**src/rtl/line_rasterizer.sv**
```systemverilog
// Bresenham line walker feeding the framebuffer pixel-write port.
// One command per handshake, one pixel per clk50 cycle, clipped to XRES x YRES.
module line_rasterizer #(
    parameter int XRES = 640,
    parameter int YRES = 480
) (
    input  logic        clk50,
    input  logic        reset,
    input  logic        cmd_valid,
    output logic        cmd_ready,
    input  logic [10:0] cmd_x0,
    input  logic [10:0] cmd_y0,
    input  logic [10:0] cmd_x1,
    input  logic [10:0] cmd_y1,
    input  logic [15:0] cmd_z,
    input  logic [1:0]  cmd_color,
    output logic [10:0] x,
    output logic [10:0] y,
    output logic [15:0] z,
    output logic [1:0]  pixel_color,
    output logic        pixel_write,
    output logic        done
);

    typedef enum logic [1:0] {IDLE, SETUP, DRAW, DONE} state_t;

    localparam logic [10:0] XLIM = 11'(XRES);
    localparam logic [10:0] YLIM = 11'(YRES);

    state_t             state;
    logic [10:0]        x0_q, y0_q, x1_q, y1_q;
    logic [10:0]        dx;
    logic signed [12:0] dy;
    logic signed [12:0] err;
    logic               sx_neg, sy_neg;

    logic [10:0]        abs_dx, abs_dy;
    logic signed [12:0] dx_s, e2, err_next;
    logic               step_x, step_y;

    assign abs_dx = (x1_q >= x0_q) ? (x1_q - x0_q) : (x0_q - x1_q);
    assign abs_dy = (y1_q >= y0_q) ? (y1_q - y0_q) : (y0_q - y1_q);
    assign dx_s   = $signed({2'b00, dx});
    assign e2     = err <<< 1;
    assign step_x = (e2 >= dy);
    assign step_y = (e2 <= dx_s);

    // Both axis contributions land in err in the same cycle when both fire.
    always_comb begin
        err_next = err;
        if (step_x) err_next = err_next + dy;
        if (step_y) err_next = err_next + dx_s;
    end

    assign pixel_write = (state == DRAW) && (x < XLIM) && (y < YLIM);

    always_ff @(posedge clk50 or posedge reset) begin
        if (reset) begin
            state       <= IDLE;
            cmd_ready   <= 1'b1;
            done        <= 1'b0;
            x0_q        <= '0;
            y0_q        <= '0;
            x1_q        <= '0;
            y1_q        <= '0;
            z           <= '0;
            pixel_color <= '0;
            dx          <= '0;
            dy          <= '0;
            err         <= '0;
            sx_neg      <= 1'b0;
            sy_neg      <= 1'b0;
            x           <= '0;
            y           <= '0;
        end else begin
            case (state)
                IDLE: begin
                    if (cmd_valid) begin
                        x0_q        <= cmd_x0;
                        y0_q        <= cmd_y0;
                        x1_q        <= cmd_x1;
                        y1_q        <= cmd_y1;
                        z           <= cmd_z;
                        pixel_color <= cmd_color;
                        cmd_ready   <= 1'b0;
                        state       <= SETUP;
                    end
                end
                SETUP: begin
                    dx     <= abs_dx;
                    dy     <= -$signed({2'b00, abs_dy});
                    err    <= $signed({2'b00, abs_dx}) - $signed({2'b00, abs_dy});
                    sx_neg <= !(x0_q < x1_q);
                    sy_neg <= !(y0_q < y1_q);
                    x      <= x0_q;
                    y      <= y0_q;
                    state  <= DRAW;
                end
                DRAW: begin
                    if (x == x1_q && y == y1_q) begin
                        done  <= 1'b1;
                        state <= DONE;
                    end else begin
                        if (step_x) x <= sx_neg ? (x - 11'd1) : (x + 11'd1);
                        if (step_y) y <= sy_neg ? (y - 11'd1) : (y + 11'd1);
                        err <= err_next;
                    end
                end
                DONE: begin
                    done      <= 1'b0;
                    cmd_ready <= 1'b1;
                    state     <= IDLE;
                end
                default: state <= IDLE;
            endcase
        end
    end

endmodule

```
**config.mk**
```make
export PLATFORM = sky130hd
export DESIGN_NAME = line_rasterizer
export DESIGN_NICKNAME = d
export VERILOG_FILES = /design/src/rtl/line_rasterizer.sv
export SDC_FILE = /design/constraint.sdc
export NUM_CORES = 1
export LEC_CHECK = 0
export CORE_AREA = 2 2 145 133
export DETAILED_ROUTE_END_ITERATION = 16
export DIE_AREA = 0 0 147 135
export PLACE_DENSITY_LB_ADDON = 0.2
export SYNTH_ARGS = -nofsm -noshare
export SYNTH_HDL_FRONTEND = slang
export SYNTH_SLANG_ARGS = --single-unit
```
**constraint.sdc**
```tcl
create_clock -name clk50 -period 6.14 [get_ports clk50]
set_input_delay 1.535 -clock clk50 [delete_from_list [all_inputs] [get_ports clk50]]
set_output_delay 1.535 -clock clk50 [all_outputs]
set_load 0.005 [all_outputs]
```
== After elaboration in Yosys (flattened, before gate mapping) ==
Cells that the tools add are included.

* Output and inout bits: 43
* Input port bits: 65
* Logic and storage cells: 83
* Register bits after elaboration: 127

* Mux-type cells: 21
* Add/sub/neg operators: 12
* $lt $le $gt $ge: 8
* Equal/unequal tests: 10
* Reductions and logical operators: 16

{| class="wikitable"
|+ Operators with widths
! kind !! count
|-
| $mux W11 || 8
|-
| $pmux W11 S2 || 2
|-
| $sub A11 B11 Y11 || 4
|-
| $mux W13 || 3
|-
| $pmux W13 S2 || 1
|-
| $add A11 B1 Y11 const B || 2
|-
| $eq A11 B11 Y1 || 2
|-
| $ge A11 B11 Y1 || 2
|-
| $lt A11 B11 Y1 || 2
|-
| $sub A11 B1 Y11 const B || 2
|-
| $add A13 B12 Y13 || 1
|-
| $add A13 B13 Y13 || 1
|-
| $ge A13 B13 Y1 || 1
|-
| $le A13 B12 Y1 || 1
|-
| $neg A11 Y13 || 1
|-
| $sub A11 B11 Y12 || 1
|-
| $lt A11 B10 Y1 const B || 1
|-
| $lt A11 B9 Y1 const B || 1
|-
| $reduce_and A2 Y1 || 5
|-
| $ne A2 B2 Y1 const B || 4
|-
| $pmux W2 S4 || 1
|-
| $reduce_and A3 Y1 || 2
|-
| $reduce_bool A2 Y1 || 3
|-
| $eq A2 B2 Y1 const B || 2
|-
| other kinds (8) || 14
|}

== Depth between registers and ports, before layout ==
Gate-level depths: netlist of the first run.

* Depth after elaboration: 6
* Depth in mapped cells: 23
* Gate-level depth less buffers: 22

== Least setup slack after synthesis of the first run ==
Ideal clock, no wire load.

* Path kind: register -> register
* Start point: register err[0]
* End point: register err[11]
* Data required time: 6.053 ns
* Path buffers: 1
* Library setup time: 0.087 ns
* Setup slack: 1.721 ns
* Arrival time: 4.333 ns
* Clock period less this slack: 4.419 ns
* Cell stages (with the launch flop): 20
* Cell sequence: dfrtp_1 ha_1 nor2b_1 o211ai_1 a21boi_0 o21ai_0 a21o_1 a21oi_1 o21a_1 buf_1 mux2_2 ha_1 or3_1 o21ai_0 a21oi_1 a211oi_1 a21oi_1 mux2_2 or4_1 o211ai_1

* Longest elaborated chain between the ends: 6
* Elaborated cells on any way between the ends: 8
* Classes of those cells: add/sub: 2; order compare: 2; mux: 4

{| class="wikitable"
|+ RTL lines
! what !! RTL line !! RTL
|-
| from (decl) || 34 || <nowiki>logic signed [12:0] err;</nowiki>
|-
| from (signal assigned) || 92 || <nowiki>err <= $signed({2'b00, abs_dx}) - $signed({2'b00, abs_dy});</nowiki>
|-
| from (signal assigned) || 106 || <nowiki>err <= err_next;</nowiki>
|-
| $add A13 B13 Y13 or $ge A13 B13 Y1 (tied branches) || 51, 45 ||
|-
| $mux W13 || 51 || <nowiki>if (step_x) err_next = err_next + dy;</nowiki>
|-
| $add A13 B12 Y13 || 52 || <nowiki>if (step_y) err_next = err_next + dx_s;</nowiki>
|-
| $mux W13 * || 52 ||
|-
| $mux W13 * || 100 || <nowiki>if (x == x1_q && y == y1_q) begin</nowiki>
|-
| $pmux W13 S2 * || 76 || <nowiki>case (state)</nowiki>
|}

Every way passes the cells marked *; elsewhere a longest branch is shown, timed or not. The select of a mux whose other input is x is not followed.
A chain may end at the register's enable or synchronous reset.

== Final worst setup path of the first run ==
* Start point: register err[0]
* End point: register err[10]

The elaborated chain is that of the path after synthesis.

==> impl_metrics.prom, run 1 <==
# TYPE chip_impl_metric gauge
chip_impl_metric{name="global_route.usage.total",unit="%"} 29.4
chip_impl_metric{name="worstPathRequired",unit="ps"} 6490
chip_impl_metric{name="dpl.hpwl",unit="mm"} 21.6
chip_impl_metric{name="timing_worst_slew_pin_value",unit="ps"} 974
chip_impl_metric{name="post_route_cells_drive_above_1_share",unit="%"} 12.0
chip_impl_metric{name="critical_path.max_fanout",unit=""} 14
chip_impl_metric{name="avg_inst_size_synth",unit="µm²"} 9.25
chip_impl_metric{name="rows",unit=""} 47
chip_impl_info{name="tritoncts",value="yes"} 1
chip_impl_metric{name="cts_post_setup_buffers_inserted",unit=""} 0
chip_impl_metric{name="worstPathBufferInverterCount",unit=""} 1
chip_impl_metric{name="clk_latency",unit="ps"} 430
chip_impl_metric{name="netlist.area_leader.share",unit="%"} 29.5
chip_impl_metric{name="finish.instance_area",unit="µm²"} 12500
chip_impl_metric{name="cts-root-to-sink-buffers",unit=""} 2
chip_impl_info{name="worst_hold_startpoint",value="cmd_ready"} 1
chip_impl_metric{name="cts_hold_buf",unit=""} 0
chip_impl_metric{name="slew_viol_final",unit=""} 0
chip_impl_metric{name="setup_viol",unit=""} 0
chip_impl_info{name="top_usage_layer",value="met2"} 1
chip_impl_metric{name="worst_ep_arrival_time",unit="ps"} 5450
chip_impl_metric{name="r2r_slack",unit="ps"} 1040
chip_impl_metric{name="pin_count_of_the_biggest_net_entering_global_routing",unit=""} 75
chip_impl_info{name="rr_startpoint",value="err[0]"} 1
chip_impl_metric{name="clk_transition_reported_paths",unit="ps"} 60
chip_impl_metric{name="min_path_cells",unit=""} 2
chip_impl_metric{name="r2r_cells",unit=""} 21
chip_impl_metric{name="route.vias.total",unit=""} 8998
chip_impl_metric{name="clock_sinks",unit=""} 126
chip_impl_info{name="regToRegEndpoint",value="err[10]"} 1
chip_impl_info{name="synthMostInstantiatedCell",value="sky130_fd_sc_hd__dfrtp_1"} 1
chip_impl_metric{name="dpl_cell_area",unit="µm²"} 11900
chip_impl_info{name="timing.critical_path.cells",value="ha_1 > nor2b_1 > o211ai_1 > a21boi_0 > o21ai_0 > a21o_1 > a21oi_1 > o21a_1 > mux2_2 > ha_1 > inv_1 > fa_1 > nor2b_1 > o21ai_0 > a21boi_0 > o21ai_0 > a21oi_1 > or4_1 > a41oi_1 > a311oi_1 > o2bb2ai_1"} 1
chip_impl_metric{name="drtIter0Drc",unit=""} 696
chip_impl_metric{name="gr-usage-met2",unit="%"} 47.5
chip_impl_metric{name="fin_setup_tns",unit="ps"} 0
chip_impl_metric{name="finalCritPeriodShare",unit="%"} 83.1
chip_impl_info{name="synth.top_cells.by_count",value="sky130_fd_sc_hd__dfrtp_1, sky130_fd_sc_hd__ha_1, sky130_fd_sc_hd__inv_1"} 1
chip_impl_metric{name="synth-seq-area-share",unit="%"} 29.8
chip_impl_metric{name="global_route.usage.met1",unit="%"} 40.3
chip_impl_metric{name="num_cts_buffers",unit=""} 17
chip_impl_metric{name="grt_first_pass_wirelength",unit="mm"} 45.9
chip_impl_metric{name="dieArea",unit="µm²"} 19800
chip_impl_metric{name="synth-edff-count",unit=""} 0
chip_impl_metric{name="num_antenna_cells",unit=""} 0
chip_impl_info{name="largest_register",value="z"} 1
chip_impl_metric{name="use_met3",unit="%"} 5.61
chip_impl_info{name="hold-path-endpoint",value="cmd_ready"} 1
chip_impl_info{name="synth_area_leader_cell",value="sky130_fd_sc_hd__dfrtp_1"} 1
chip_impl_info{name="critPathSlowestCell",value="sky130_fd_sc_hd__o21a_1"} 1
chip_impl_metric{name="timing.critical_path.slowest_cell_delay",unit="ps"} 600
chip_impl_metric{name="synth_warnings",unit=""} 0
chip_impl_metric{name="vias_in_the_first_global_route",unit=""} 8689
chip_impl_info{name="status",value="completed"} 1
chip_impl_info{name="critPathKind",value="reg -> reg"} 1
chip_impl_metric{name="cts.repair.resized",unit=""} 0
chip_impl_info{name="rsz0062_at_grt",value="no"} 1
chip_impl_metric{name="initial_util",unit="%"} 58.1
chip_impl_metric{name="maxCapViolations",unit=""} 0
chip_impl_info{name="timing.hold.worst.class",value="reg -> reg"} 1
chip_impl_info{name="root_cell_of_the_clock_tree",value="sky130_fd_sc_hd__clkbuf_16"} 1
chip_impl_metric{name="dieHeight",unit="µm"} 135
chip_impl_metric{name="core_area",unit="µm²"} 18200
chip_impl_metric{name="drt_first_pass_iters",unit=""} 5
chip_impl_metric{name="antenna_violating_nets_post_route",unit=""} 0
chip_impl_metric{name="synthArstFlopShare",unit="%"} 100
chip_impl_metric{name="grt.overflow.total",unit=""} 0
chip_impl_metric{name="synth.lib_cells_used.distinct",unit=""} 72
chip_impl_metric{name="finalNetCount",unit=""} 1443
chip_impl_metric{name="ys_seq_elements",unit=""} 126
chip_impl_metric{name="drc",unit=""} 0
chip_impl_metric{name="final.min_clock_period",unit="ps"} 5100
chip_impl_metric{name="largest_register_ff_count",unit=""} 16
chip_impl_metric{name="mappedNetlistNets",unit=""} 1342
chip_impl_info{name="worst_setup_path_start_kind",value="register"} 1
chip_impl_metric{name="drt_wl_total",unit="mm"} 28.6
chip_impl_info{name="worst_path_dominant_cell_family",value="compound AO/OA/AOI/OAI gates"} 1
chip_impl_metric{name="port_bufs",unit=""} 107
chip_impl_metric{name="timing.slew.headroom",unit="%"} 35.1
chip_impl_metric{name="top_level_ports",unit=""} 108
chip_impl_metric{name="finClkSkew",unit="ps"} 9.81
chip_impl_metric{name="place_congestion",unit=""} 0.933
chip_impl_metric{name="timing.critical_path.depth",unit=""} 21
chip_impl_metric{name="post_synthesis_cell_area",unit="µm²"} 10600
chip_impl_metric{name="htreeDepth",unit=""} 4
chip_impl_info{name="timing.critical_path.mode_cell",value="sky130_fd_sc_hd__o21ai_0"} 1
chip_impl_info{name="timing.critical_path.to_type",value="register"} 1
chip_impl_metric{name="hold_viol",unit=""} 0
chip_impl_metric{name="routed_wire_length_per_instance",unit="µm"} 19.0
chip_impl_info{name="synth_ff_type",value="sky130_fd_sc_hd__dfrtp_1"} 1
chip_impl_info{name="synthTopCellsByArea",value="sky130_fd_sc_hd__dfrtp_1, sky130_fd_sc_hd__ha_1, sky130_fd_sc_hd__mux2_2, sky130_fd_sc_hd__inv_1, sky130_fd_sc_hd__xnor2_1"} 1
chip_impl_metric{name="syn2layout_area_growth",unit="%"} 17.8
chip_impl_metric{name="die_w",unit="µm"} 147
chip_impl_metric{name="routed_via_density",unit=""} 5.98
chip_impl_metric{name="max_clock_freq",unit="MHz"} 196
chip_impl_metric{name="post_synthesis_cells",unit=""} 1145
chip_impl_info{name="crit_path_start",value="err[0]"} 1
chip_impl_metric{name="grt_antenna_before_repair",unit=""} 0
chip_impl_info{name="layout_top_registers",value="z x16, dy x13, err x12"} 1
worst max-delay path by stage:
| stage | end |
|---|---|
| after floorplan | done |
| after global placement | err[10] |
| after detailed placement | err[10] |
| after CTS | err[10] |
| after global routing | err[9] |
| final | err[10] |
cells in the final DEF, fill, tap and decap left out, types with 6 or more instances in the layout:
cell type and n:
sky130_fd_sc_hd__and3_1 6, sky130_fd_sc_hd__inv_1 117, sky130_fd_sc_hd__a211oi_1 9, sky130_fd_sc_hd__clkdlybuf4s50_1 107
sky130_fd_sc_hd__o211ai_1 13, sky130_fd_sc_hd__or4_1 7, sky130_fd_sc_hd__o2111ai_1 6, sky130_fd_sc_hd__o221ai_1 7
sky130_fd_sc_hd__a21boi_0 8, sky130_fd_sc_hd__mux2i_1 21, sky130_fd_sc_hd__nor2_1 67, sky130_fd_sc_hd__mux2_2 84
sky130_fd_sc_hd__nand2_1 71, sky130_fd_sc_hd__nor2b_1 22, sky130_fd_sc_hd__nand4_1 11, sky130_fd_sc_hd__clkbuf_16 17
sky130_fd_sc_hd__nor4_1 7, sky130_fd_sc_hd__a21oi_1 81, sky130_fd_sc_hd__fa_1 9, sky130_fd_sc_hd__nand3_1 14
sky130_fd_sc_hd__o21a_1 16, sky130_fd_sc_hd__nor3_1 21, sky130_fd_sc_hd__xnor2_1 48, sky130_fd_sc_hd__buf_4 9
sky130_fd_sc_hd__or3_1 9, sky130_fd_sc_hd__xor2_1 20, sky130_fd_sc_hd__o21ai_0 61, sky130_fd_sc_hd__a21o_1 28
sky130_fd_sc_hd__nand2b_1 6, sky130_fd_sc_hd__ha_1 123, sky130_fd_sc_hd__a31oi_1 12, sky130_fd_sc_hd__dfrtp_1 125
worst reg2reg max path, cell delays in order (launching register included):
cell                        delay, ps
sky130_fd_sc_hd__dfrtp_1          430
sky130_fd_sc_hd__ha_1             280
sky130_fd_sc_hd__nor2b_1          120
sky130_fd_sc_hd__o211ai_1          90
sky130_fd_sc_hd__a21boi_0         170
sky130_fd_sc_hd__o21ai_0          110
sky130_fd_sc_hd__a21o_1           190
sky130_fd_sc_hd__a21oi_1          250
sky130_fd_sc_hd__o21a_1           600
sky130_fd_sc_hd__mux2_2           420
sky130_fd_sc_hd__ha_1             210
sky130_fd_sc_hd__inv_1             80
sky130_fd_sc_hd__fa_1             200
sky130_fd_sc_hd__nor2b_1           50
sky130_fd_sc_hd__o21ai_0          250
sky130_fd_sc_hd__a21boi_0         190
sky130_fd_sc_hd__o21ai_0          310
sky130_fd_sc_hd__a21oi_1          180
sky130_fd_sc_hd__or4_1            420
sky130_fd_sc_hd__a41oi_1          240
sky130_fd_sc_hd__a311oi_1          80
sky130_fd_sc_hd__o2bb2ai_1        160
through the flow:
step                      utilization, %  std cells  hold WS, ps  worst slack [ps]
after floorplan                        -       1145          457              1250
after global placement              65.1       1472          460              1300
after detailed placement            65.1       1472          474              1210
after CTS                           68.4       1504          481              1160
after global routing                68.4       1504          512               710
final                               68.4       1504          481              1040
final cells by class:
| type | count | area (µm²) |
|---|---|---|
| clock buffer | 21 | 460 |
| inverter | 118 | 445 |
| fill | 1473 | 5760 |
| clock inverter | 11 | 134 |
| multi-input combinational | 867 | 6830 |
| timing repair buffer | 116 | 1140 |
| sequential | 126 | 3150 |
| tap | 245 | 307 |
routing by layer:
layer / vias up / share of wire (%)
met5: - / 0
met4: 0 / 2.6
met3: 49 / 7.5
met2: 319 / 46
met1: 4333 / 44
li1: 4297 / -
kinds of logic (layout without fill, tap and decap cells):
group | Yosys count | count (layout) | share of synthesized area (%)
compound gates | 294 | 294 | 18.4
simple gates | 262 | 262 | 12.2
buf+inv | 152 | 266 | 5.72
fa+ha+maj | 132 | 132 | 16.2
flops | 126 | 126 | 29.8
mux | 107 | 107 | 11.2
xor+xnor | 72 | 72 | 6.45
Power of run 1 is not shown: default switching activity piles up to over one toggle a cycle in this logic, so the estimate is an artifact.
==> run 2, diff against run 1 <==
- clock period: 6.14 -> 4.7 ns (I/O delays scaled with it)
==> impl_metrics.prom, run 2 (synthesized netlist as in run 1, its figures left out) <==
# TYPE chip_impl_metric gauge
chip_impl_metric{name="drt_first_pass_iters",unit=""} 5
chip_impl_metric{name="drtIter0Drc",unit=""} 658
chip_impl_info{name="crit_path_start",value="y0_q[4]"} 1
chip_impl_metric{name="grt.overflow.total",unit=""} 0
chip_impl_metric{name="post_route_cells_drive_above_1_share",unit="%"} 14.1
chip_impl_info{name="largest_register",value="z"} 1
chip_impl_metric{name="syn2layout_area_growth",unit="%"} 19.5
chip_impl_metric{name="routed_wire_length_per_instance",unit="µm"} 18.8
chip_impl_info{name="rr_startpoint",value="y0_q[4]"} 1
chip_impl_info{name="worst_setup_path_start_kind",value="register"} 1
chip_impl_metric{name="antenna_violating_nets_post_route",unit=""} 0
chip_impl_info{name="timing.critical_path.to_type",value="register"} 1
chip_impl_metric{name="worst_ep_arrival_time",unit="ps"} 4760
chip_impl_metric{name="slew_viol_final",unit=""} 0
chip_impl_metric{name="maxCapViolations",unit=""} 0
chip_impl_info{name="tritoncts",value="yes"} 1
chip_impl_metric{name="finClkSkew",unit="ps"} 11.3
chip_impl_metric{name="setup_viol",unit=""} 0
chip_impl_metric{name="dieHeight",unit="µm"} 135
chip_impl_info{name="root_cell_of_the_clock_tree",value="sky130_fd_sc_hd__clkbuf_16"} 1
chip_impl_metric{name="dieArea",unit="µm²"} 19800
chip_impl_info{name="critPathKind",value="reg -> reg"} 1
chip_impl_metric{name="preCtsSetupSlack",unit="ps"} 25.3
chip_impl_metric{name="grt_antenna_before_repair",unit=""} 0
chip_impl_info{name="timing.hold.worst.class",value="reg -> reg"} 1
chip_impl_metric{name="cts_hold_buf",unit=""} 0
chip_impl_metric{name="max_clock_freq",unit="MHz"} 225
chip_impl_metric{name="largest_register_ff_count",unit=""} 16
chip_impl_metric{name="top_level_ports",unit=""} 108
chip_impl_metric{name="grt_first_pass_wirelength",unit="mm"} 46.4
chip_impl_metric{name="global_route.usage.total",unit="%"} 29.7
chip_impl_metric{name="clk_latency",unit="ps"} 440
chip_impl_metric{name="finalCritPeriodShare",unit="%"} 94.5
chip_impl_metric{name="core_area",unit="µm²"} 18200
chip_impl_metric{name="critical_path.max_fanout",unit=""} 8
chip_impl_metric{name="final.min_clock_period",unit="ps"} 4440
chip_impl_info{name="layout_top_registers",value="z x16, dy x13, err x12"} 1
chip_impl_info{name="final_cell_mix",value="sky130_fd_sc_hd__dfrtp_1, sky130_fd_sc_hd__ha_1, sky130_fd_sc_hd__inv_1"} 1
chip_impl_metric{name="initial_util",unit="%"} 58.1
chip_impl_metric{name="pin_count_of_the_biggest_net_entering_global_routing",unit=""} 127
chip_impl_metric{name="num_antenna_cells",unit=""} 0
chip_impl_metric{name="cts-root-to-sink-buffers",unit=""} 2
chip_impl_info{name="timing.critical_path.cells",value="inv_1 > ha_1 > and4_4 > and3_4 > a311o_4 > a21oi_4 > buf_4 > buf_4 > mux2i_2 > xnor2_4 > ha_1 > or2_2 > a21oi_1 > a21oi_2 > a31oi_1 > xnor2_1 > o21ai_0 > o2bb2ai_1"} 1
chip_impl_metric{name="timing.slew.headroom",unit="%"} 40.8
chip_impl_info{name="status",value="completed"} 1
chip_impl_metric{name="htreeDepth",unit=""} 4
chip_impl_metric{name="finalWorstSetupSlack",unit="ps"} 257
chip_impl_metric{name="finalNetCount",unit=""} 1464
chip_impl_metric{name="rows",unit=""} 47
chip_impl_metric{name="drc",unit=""} 0
chip_impl_metric{name="vias_in_the_first_global_route",unit=""} 9046
chip_impl_metric{name="routed_via_density",unit=""} 5.99
chip_impl_metric{name="clock_sinks",unit=""} 126
chip_impl_metric{name="num_cts_buffers",unit=""} 17
chip_impl_metric{name="hold_viol",unit=""} 0
chip_impl_info{name="most_common_library_cell_in_the_layout_ignoring_fill_and_taps",value="sky130_fd_sc_hd__dfrtp_1"} 1
chip_impl_metric{name="fillerInstances",unit=""} 1481
chip_impl_metric{name="route.vias.total",unit=""} 9132
chip_impl_metric{name="worstPathRequired",unit="ps"} 5010
chip_impl_info{name="worst_path_dominant_cell_family",value="compound AO/OA/AOI/OAI gates"} 1
chip_impl_metric{name="timing.critical_path.slowest_cell_delay",unit="ps"} 420
chip_impl_metric{name="dpl.hpwl",unit="mm"} 21.9
chip_impl_metric{name="clk_transition_reported_paths",unit="ps"} 60
chip_impl_metric{name="drt_wl_total",unit="mm"} 28.7
chip_impl_info{name="critPathSlowestCell",value="sky130_fd_sc_hd__ha_1"} 1
chip_impl_metric{name="timing_worst_slew_pin_value",unit="ps"} 888
chip_impl_metric{name="port_bufs",unit=""} 107
chip_impl_metric{name="worstPathBufferInverterCount",unit=""} 3
chip_impl_metric{name="die_w",unit="µm"} 147
chip_impl_info{name="worst_hold_startpoint",value="cmd_ready"} 1
chip_impl_metric{name="place_congestion",unit=""} 0.981
==> run 2: worst paths after layout <==
check	to	slack, ps	cells past startpoint
max reg2reg	err[10]	260	18
max in group asynchronous	dx[8]	2940	3
max	err[10]	260	18
min	cmd_ready	470	2
min in group asynchronous	y[6]	1270	3
min reg2reg	cmd_ready	470	2
==> run 2: area by class of cell <==
type | instances | area (µm²) | area share, %
Multi-Input combinational cell | 867 | 6870 | 54.3
Inverter | 118 | 445 | 3.52
Clock buffer | 18 | 439 | 3.47
Tap cell | 245 | 307 | 2.42
Clock inverter | 13 | 116 | 0.920
Timing Repair Buffer | 137 | 1320 | 10.4
Sequential cell | 126 | 3150 | 24.9
==> run 2: layer usage <==
| metal | global-route usage, % | share of wire, % | vias up |
|---|---|---|---|
| li1 | - | - | 4346 |
| met1 | 39.7 | 45 | 4376 |
| met2 | 47.8 | 46 | 342 |
| met3 | 5.95 | 6.0 | 68 |
| met4 | 11.7 | 3.2 | 0 |
| met5 | 0 | 0 | - |
==> run 2: worst register-to-register path, stage by stage, from the launching register on <==
cell                        delay (ps)
sky130_fd_sc_hd__dfrtp_1           400
sky130_fd_sc_hd__inv_1              60
sky130_fd_sc_hd__ha_1              420
sky130_fd_sc_hd__and4_4            260
sky130_fd_sc_hd__and3_4            200
sky130_fd_sc_hd__a311o_4           400
sky130_fd_sc_hd__a21oi_4           220
sky130_fd_sc_hd__buf_4             170
sky130_fd_sc_hd__buf_4             130
sky130_fd_sc_hd__mux2i_2           330
sky130_fd_sc_hd__xnor2_4           220
sky130_fd_sc_hd__ha_1              310
sky130_fd_sc_hd__or2_2             290
sky130_fd_sc_hd__a21oi_1           190
sky130_fd_sc_hd__a21oi_2            70
sky130_fd_sc_hd__a31oi_1           200
sky130_fd_sc_hd__xnor2_1            90
sky130_fd_sc_hd__o21ai_0           260
sky130_fd_sc_hd__o2bb2ai_1         110
==> run 2: stage by stage <==
stage | setup TNS [ps] | instances | utilization (%) | cell area [µm²] | hold slack (ps)
global placement | 0 | 1486 | 65.8 | 12000 | 458
global route | -5.15 | 1524 | 69.4 | 12700 | 499
floorplan | 0 | 1145 | - | 10600 | 457
finish | 0 | 1524 | 69.4 | 12700 | 469
CTS | 0 | 1517 | 68.9 | 12600 | 474
detailed placement | 0 | 1486 | 65.8 | 12000 | 463
==> run 2: what timing repair did <==
item | CTS | global route
gates resized for setup | 0 | 14
endpoints found under the hold margin | 0 | 0
endpoints found under the setup margin | 0 | 5
setup buffers | 0 | 7
Power of run 2 is left out for the same reason.
